### config.mk
export PLATFORM = sky130hd
export DESIGN_NAME = uart_rx_bit_sampler
export DESIGN_NICKNAME = d
export VERILOG_FILES = /design/src/rtl/uart_rx_pkg.sv /design/src/rtl/uart_rx_edge_bit_counter.sv /design/src/rtl/uart_rx_bit_sampler.sv
export SDC_FILE = /design/constraint.sdc
export NUM_CORES = 1
export LEC_CHECK = 0
export CORE_ASPECT_RATIO = 0.6
export CORE_UTILIZATION = 47
export CTS_CLUSTER_SIZE = 12
export DETAILED_ROUTE_END_ITERATION = 6
export GPL_ROUTABILITY_DRIVEN = 0
export GPL_TIMING_DRIVEN = 0
export HOLD_SLACK_MARGIN = 0.1
export PLACE_DENSITY_LB_ADDON = 0.05
export SYNTH_ARGS = -nofsm -noshare
export SYNTH_HDL_FRONTEND = slang
export SYNTH_SLANG_ARGS = --single-unit
### constraint.sdc
create_clock -name clk -period 4.05 [get_ports clk]
set_input_delay 1.215 -clock clk [delete_from_list [all_inputs] [get_ports clk]]
set_output_delay 1.215 -clock clk [all_outputs]
set_load 0.01 [all_outputs]
### src/rtl/uart_rx_pkg.sv
// Shared constants and helpers for the UART receive path (bit sampler and RX FSM).
package uart_rx_pkg;

  localparam int PRESCALE_W = 6;
  localparam int BIT_CNT_W  = 4;

  localparam logic [PRESCALE_W-1:0] PRESCALE_8  = PRESCALE_W'(8);
  localparam logic [PRESCALE_W-1:0] PRESCALE_16 = PRESCALE_W'(16);
  localparam logic [PRESCALE_W-1:0] PRESCALE_32 = PRESCALE_W'(32);

  function automatic logic is_legal_prescale(input logic [PRESCALE_W-1:0] p);
    return (p == PRESCALE_8) || (p == PRESCALE_16) || (p == PRESCALE_32);
  endfunction

  function automatic logic majority3(input logic a, input logic b, input logic c);
    return (a & b) | (a & c) | (b & c);
  endfunction

endpackage

### src/rtl/uart_rx_edge_bit_counter.sv
// Prescale latch plus oversampling-edge and bit-period counters for the UART RX sampler.
module uart_rx_edge_bit_counter
  import uart_rx_pkg::*;
(
  input  logic                  clk,
  input  logic                  rst,
  input  logic                  enable,
  input  logic [PRESCALE_W-1:0] prescale,
  output logic [PRESCALE_W-1:0] edge_cnt,
  output logic [BIT_CNT_W-1:0]  bit_cnt,
  output logic [PRESCALE_W-1:0] p_cur,
  output logic                  p_legal
);

  localparam logic [BIT_CNT_W-1:0] BIT_CNT_MAX = '1;

  logic                  enable_d_reg;
  logic [PRESCALE_W-1:0] p_reg;
  logic [PRESCALE_W-1:0] edge_cnt_reg;
  logic [PRESCALE_W-1:0] edge_cnt_next;
  logic [BIT_CNT_W-1:0]  bit_cnt_reg;
  logic [BIT_CNT_W-1:0]  bit_cnt_next;
  logic                  rise;

  always_comb begin
    rise    = enable & ~enable_d_reg;
    // The rising cycle already counts with the value that is being latched.
    p_cur   = rise ? prescale : p_reg;
    p_legal = is_legal_prescale(p_cur);
  end

  always_comb begin
    edge_cnt_next = '0;
    bit_cnt_next  = '0;
    if (enable && p_legal) begin
      if (edge_cnt_reg == p_cur - PRESCALE_W'(1)) begin
        bit_cnt_next = (bit_cnt_reg == BIT_CNT_MAX) ? bit_cnt_reg
                                                    : bit_cnt_reg + BIT_CNT_W'(1);
      end else begin
        edge_cnt_next = edge_cnt_reg + PRESCALE_W'(1);
        bit_cnt_next  = bit_cnt_reg;
      end
    end
  end

  always_ff @(posedge clk) begin
    if (rst) begin
      enable_d_reg <= 1'b0;
      p_reg        <= PRESCALE_8;
      edge_cnt_reg <= '0;
      bit_cnt_reg  <= '0;
    end else begin
      enable_d_reg <= enable;
      if (rise) begin
        p_reg <= prescale;
      end
      edge_cnt_reg <= edge_cnt_next;
      bit_cnt_reg  <= bit_cnt_next;
    end
  end

  assign edge_cnt = edge_cnt_reg;
  assign bit_cnt  = bit_cnt_reg;

endmodule

### src/rtl/uart_rx_bit_sampler.sv
// UART RX bit recovery: counts oversampling edges and majority-votes three mid-bit samples.
module uart_rx_bit_sampler
  import uart_rx_pkg::*;
(
  input  logic                  clk,
  input  logic                  rst,
  input  logic                  enable,
  input  logic                  rx_in,
  input  logic [PRESCALE_W-1:0] prescale,
  output logic [PRESCALE_W-1:0] edge_cnt,
  output logic [BIT_CNT_W-1:0]  bit_cnt,
  output logic                  sampled_bit,
  output logic                  sample_valid
);

  logic [PRESCALE_W-1:0] p_cur;
  logic                  p_legal;
  logic [PRESCALE_W-1:0] half_p;
  logic [2:0]            at_pt;
  logic                  active;
  logic                  s0_reg;
  logic                  s1_reg;
  logic                  sampled_bit_reg;
  logic                  strobe_reg;

  uart_rx_edge_bit_counter u_counter (
    .clk      (clk),
    .rst      (rst),
    .enable   (enable),
    .prescale (prescale),
    .edge_cnt (edge_cnt),
    .bit_cnt  (bit_cnt),
    .p_cur    (p_cur),
    .p_legal  (p_legal)
  );

  assign half_p = p_cur >> 1;
  assign active = enable & p_legal;

  // at_pt[0..2] mark edges M-2, M-1, M; legal P keeps these clear of the wrap.
  generate
    for (genvar gi = 0; gi < 3; gi++) begin : g_pt
      assign at_pt[gi] = (edge_cnt == half_p - PRESCALE_W'(2) + PRESCALE_W'(gi));
    end
  endgenerate

  always_ff @(posedge clk) begin
    if (rst) begin
      s0_reg          <= 1'b0;
      s1_reg          <= 1'b0;
      sampled_bit_reg <= 1'b1;
      strobe_reg      <= 1'b0;
    end else begin
      strobe_reg <= 1'b0;
      if (active) begin
        if (at_pt[0]) begin
          s0_reg <= rx_in;
        end
        if (at_pt[1]) begin
          s1_reg <= rx_in;
        end
        if (at_pt[2]) begin
          sampled_bit_reg <= majority3(s0_reg, s1_reg, rx_in);
          strobe_reg      <= 1'b1;
        end
      end
    end
  end

  // A strobe falling in a cycle where enable drops (or reset hits) is suppressed.
  assign sample_valid = strobe_reg & enable & ~rst;
  assign sampled_bit  = sampled_bit_reg;

endmodule

Word level (Yosys, flattened, before mapping)
Cells that the tools add are included.

storage, ports and cells
  output and inout port bits = 12
  word-level logic and storage cells = 48
  register bits = 21

operators by class
  multiplexer cells = 2
  $add $sub $neg = 6
  reductions and logical operators = 10
  bitwise logic cells = 14
  equal/unequal tests = 8

operators by type and width
  cell                                                                   number
  6-bit equality test                                                    4
  6-bit by 1-bit adder with 6-bit output, second input constant          2
  2-bit AND reduction                                                    4
  1-bit AND                                                              7
  6-bit by 2-bit adder with 6-bit output, second input constant          1
  6-bit by 4-bit equality test with 1-bit output, second input constant  1
  6-bit by 5-bit equality test with 1-bit output, second input constant  1
  6-bit equality test, second input constant                             1
  6-bit two-way mux                                                      1
  5-bit by 2-bit subtractor with 6-bit output, second input constant     1
  6-bit by 1-bit subtractor with 6-bit output, second input constant     1
  1-bit inverter                                                         5
  4-bit by 1-bit adder with 4-bit output, second input constant          1
  4-bit equality test, second input constant                             1
  2-bit OR reduction                                                     2
  3-bit OR reduction                                                     1
  1-bit logical OR                                                       2
  1-bit OR                                                               2
  1-bit logical AND                                                      1
  1-bit two-way mux                                                      1

Logic depth before layout (Yosys ltp)
  depth in word-level cells = 9
  gate-level depth with buffers = 12

By module
A second synthesis with hierarchy kept.

unflattened totals
  cell total of the unflattened synthesis = 161
  area, all modules = 1456.4 sq um

by module, submodules not included
  module                    cells an instance  times used  sequential area each (sq um)  area each (sq um)
  uart_rx_edge_bit_counter  97                 1           340.3                         942.2
  uart_rx_bit_sampler       64                 1           80.1                          514.2

Least setup slack after synthesis
OpenSTA, ideal clock, no wires.

  path type = input -> register
  from = input enable
  to = register sampled_bit_reg (netlist: sampled_bit)
  setup time = 0.123 ns
  slack = 0.164 ns
  required time = 3.927 ns
  arrival time = 3.763 ns
  path buffers = 2
  stages = 12
  cells stage by stage = nand2b_1 > buf_6 > mux2i_4 > ha_1 > clkbuf_1 > nor2b_1 > o21ai_0 > and2_1 > or4_1 > a31oi_1 > o211a_1 > o21ai_1

on the way
  word-level cells in the longest chain between the ends = 7
  elaborated cells on any way between the ends = 12
  those cells by class = add/sub (2); eq/ne (4); mux (1); bitwise (2); reduce/logical (3)

ends and longest elaborated chain
  element                                                                                              line                       source
  start: declaration                                                                                   uart_rx_bit_sampler.sv:7   input logic enable,
  parallel branches: the longest is 6 deep, another holds 5-bit by 2-bit subtractor with 6-bit output  -
  2-bit AND reduction (no source line) *                                                               -
  end signal: assignment                                                                               uart_rx_bit_sampler.sv:63  sampled_bit_reg <= majority3(s0_reg, s1_reg, rx_in);
  end: declaration                                                                                     uart_rx_bit_sampler.sv:23  logic sampled_bit_reg;

Every way passes the cells marked *.
A chain may end at the register's enable or synchronous reset.

Final worst setup path
  from = input enable
  to = output sample_valid

on the way
  word-level cells in the longest chain between the ends = 2

ends and longest elaborated chain
  element                  line                       source
  1-bit AND (2 in series)  uart_rx_bit_sampler.sv:71  assign sample_valid = strobe_reg & enable & ~rst;
  end: declaration         uart_rx_bit_sampler.sv:13  output logic sample_valid

No other way between the ends.

==> metrics.txt <==
Most common cell on crit path clkdlybuf4s50_1; fillcell total around 260; Rows 16; switching pwr 0.000180 W; Slowest-stage cell, CP clkdlybuf4s50_1; #FFs+latches synth 21; Reg area ~420 sq um; post-detailed-routing wire length around 4.6 mm; clk buf depth 2; dpl cell area ~2000 sq um; CTS Buf Count 3; Synth Warn # 0; Worst Min Path Start s1_reg; post-synthesis xor/xnor area fraction 0.148; Initial Utilization 0.506; register area share after synthesis 0.248; share of cells above drive strength 1 0.122; clock-pin slew on the worst setup and hold paths ~0.07 ns; crit-path max FO 4; DRC viols 0; width of the die approximately 80 um; CP startpoint enable; Max Cap Violations 0; post-synthesis adder-cell area fraction 0.0724; Main synth FF type dfxtp_1; Compound-Gate Fraction of Synth Area 0.137; met2 Track Usage GR 0.406; fin area between 2000 and 2500 sq um; worst reg2reg startpoint u_counter.enable_d_reg; DRT Pass-1 Iters 5; Comb power frac 0.350; post-synthesis mux area share 0.109; met1 GRT Util 0.366; Slew Viols, Final 0; number of synthesized flops with an enable pin 0; Static Leakage slightly above 0.8 nW; largest family of logic cells by synthesized area simple AND/OR/NAND/NOR gates; clk_lat worst skew about 0.26 ns; FF-to-FF End sampled_bit; power per cell area approximately 260 nW/um^2; CTS tree yes; Syn Nets 223; fin crit period roughly 4 ns; Setup-failing EPs final 0; endpoint class of the critical path output pin; WL per Instance between 15 and 20 um; final net count 257; Clock Sinks 21; Worst EP arrival around 2.7 ns; R2R depth 11; Hold-fix buffers, CTS 0; GR Util All Layers 0.254; Worst EP required about 2.8 ns; Worst slew margin 0.512; Pint 0.000369 W; Vias/cell a little under 6; period utilisation layout 0.977; final hold viol count 0; fraction of registers with async set/reset 0; crit path launch type input pin; initial antenna violation count 0; worst path buffer plus inverter count 2; Hold Crit Endpoint s1_reg; Crit path largest cell delay around 0.54 ns; final setup margin ~0.095 ns; clk_skew between 0.005 and 0.006 ns; type of the worst setup path in2out; Routed Antenna Nets 0; worst-margin pin slew slightly above 0.7 ns; status complete, no violations; core area around 3300 sq um; R2R setup slack between 1 and 1.5 ns; Yosys cell types 48; Gate Count Post-Synth 204; Finished Layout Cells roughly 280; vias post-DR between 1500 and 2000; Placed Instances 270; GRT Max-Usage Layer met2; RSZ-0062 raised after global routing no; clock network fraction of design power 0.254; Syn Std Cell Area around 1700 sq um; PortBufs 21; first-pass GRT wire length 7.53 mm; switching part of the total 0.328; global route overflow 0; syn avg cell area 8.30 sq um; fin util 0.640; worst vdd ir approximately 0.15 mV; pin count of the biggest net entering global routing 13; Global Route met3 Usage 0.0528; fmax ~250 MHz; Setup WS pre-CTS -0.963 ns; IO Pins 22; initial DRC count roughly 190; Multi-input gate area around 1300 sq um; CP Cell Sequence clkdlybuf4s50_1 -> nor2b_1 -> and2_1 -> clkdlybuf4s50_1; simple logic cell fraction of the synthesized area 0.244; number of global-route vias before repair ~1500; Hold Crit Class reg2reg; Flop pwr share 0.396; post-DP HPWL approximately 3.4 mm; root buffer cell clkbuf_8; Area Growth Syn to Fin 26.5%; Die Height ~48 um; die area 3850 sq um; setup TNS 0 ns; Worst Hold Path Cells 2; Ant. Diodes 0; number of H-tree levels 1; Top Family by Delay on Critical Path buffers and inverters
## synth_stat cells, drive strengths merged (2+ instances only)
cell type / number / area share
a21boi: 2 / 0.0089
a21oi: 6 / 0.018
a31oi: 3 / 0.011
and2: 3 / 0.011
clkbuf: 6 / 0.013
dfxtp: 21 / 0.25
ha: 9 / 0.067
inv: 10 / 0.022
mux2: 2 / 0.013
mux2i: 12 / 0.095
nand2: 13 / 0.029
nand2b: 5 / 0.018
nand3: 6 / 0.018
nand4: 2 / 0.0074
nor2: 25 / 0.055
nor2b: 6 / 0.022
nor3: 6 / 0.018
o2111ai: 2 / 0.010
o21ai: 10 / 0.030
o31ai: 2 / 0.012
or3: 4 / 0.015
or4: 3 / 0.013
xnor2: 17 / 0.088
xor2: 9 / 0.047
## layout make-up
cell class / count / share of cell area
plain buffers: 6 / 0.0158
inverters: 10 / 0.0175
repair buffers: 30 / 0.132
well taps: 45 / 0.0263
clock buffers: 4 / 0.0210
multi-input cells: 166 / 0.591
flip-flops and latches: 21 / 0.196
## metrics by stage
step	power, W	hold WS, ns
floorplan	0.000340	0.455
global placement	0.000375	0.471
detailed placement	0.000385	0.483
CTS	0.000528	0.494
global route	0.000574	0.531
finish	0.000549	0.488
## worst min-delay path, delay by kind of cell (launching register included)
family / cells / cell delay [ns]
flops: 1 / 0.32
simple gates: 1 / 0.06
mux: 1 / 0.06
## what timing repair did
action / 4_1_cts / 5_1_grt
pin swaps: 0 / 1
buffers inserted: 2 / 7
gates resized for setup: 5 / 11
setup endpoints to repair: 12 / 10
## logic make-up (layout without fill, tap and decap cells)
family	after synthesis	after routing
xor+xnor	27	27
buf+inv	17	50
fa+ha+maj	10	10
mux	14	14
compound gates	34	34
flops	21	21
simple gates	81	81
## routing by layer
layer | vias to the layer above | part of all wire
met5 | - | 0
met4 | 0 | 0.0015
met3 | 4 | 0.088
met2 | 82 | 0.45
met1 | 758 | 0.46
li1 | 781 | -
## cells in the final DEF, fill, tap and decap left out, drive strengths merged, types with 2 or more instances in the layout
| cell type | count |
|---|---|
| xor2 | 9 |
| and2 | 3 |
| o21ai | 10 |
| or4 | 3 |
| a31oi | 3 |
| nor2 | 25 |
| mux2 | 2 |
| inv | 10 |
| xnor2 | 17 |
| nor3 | 6 |
| a21boi | 2 |
| o31ai | 2 |
| nor2b | 6 |
| nand2b | 5 |
| nand2 | 13 |
| dfxtp | 21 |
| a21oi | 6 |
| or3 | 4 |
| mux2i | 12 |
| o2111ai | 2 |
| clkbuf | 9 |
| nand4 | 2 |
| nand3 | 6 |
| ha | 9 |
| buf | 10 |
| clkdlybuf4s50 | 21 |
## worst max path at each step
stage | endpoint | slack (ns) | cells past startpoint
finish | sample_valid | 0.09 | 4
detailed placement | sampled_bit | -0.96 | 13
CTS | sampled_bit | 0.007 | 12
global placement | sampled_bit | -0.89 | 13
floorplan | sampled_bit | 0.16 | 12
global route | u_counter.bit_cnt[3] | 0.009 | 10
## power groups by stage
stage | logic [W] | registers, W | clock network, W
3_3_place_gp | 0.000154 | 0.000221 | 0
3_5_place_dp | 0.000163 | 0.000222 | 0
6_report | 0.000192 | 0.000217 | 0.000140
4_1_cts | 0.000170 | 0.000217 | 0.000141
2_1_floorplan | 0.000120 | 0.000220 | 0
5_1_grt | 0.000207 | 0.000218 | 0.000149
Note: power is estimated with default switching activity, not from simulation.
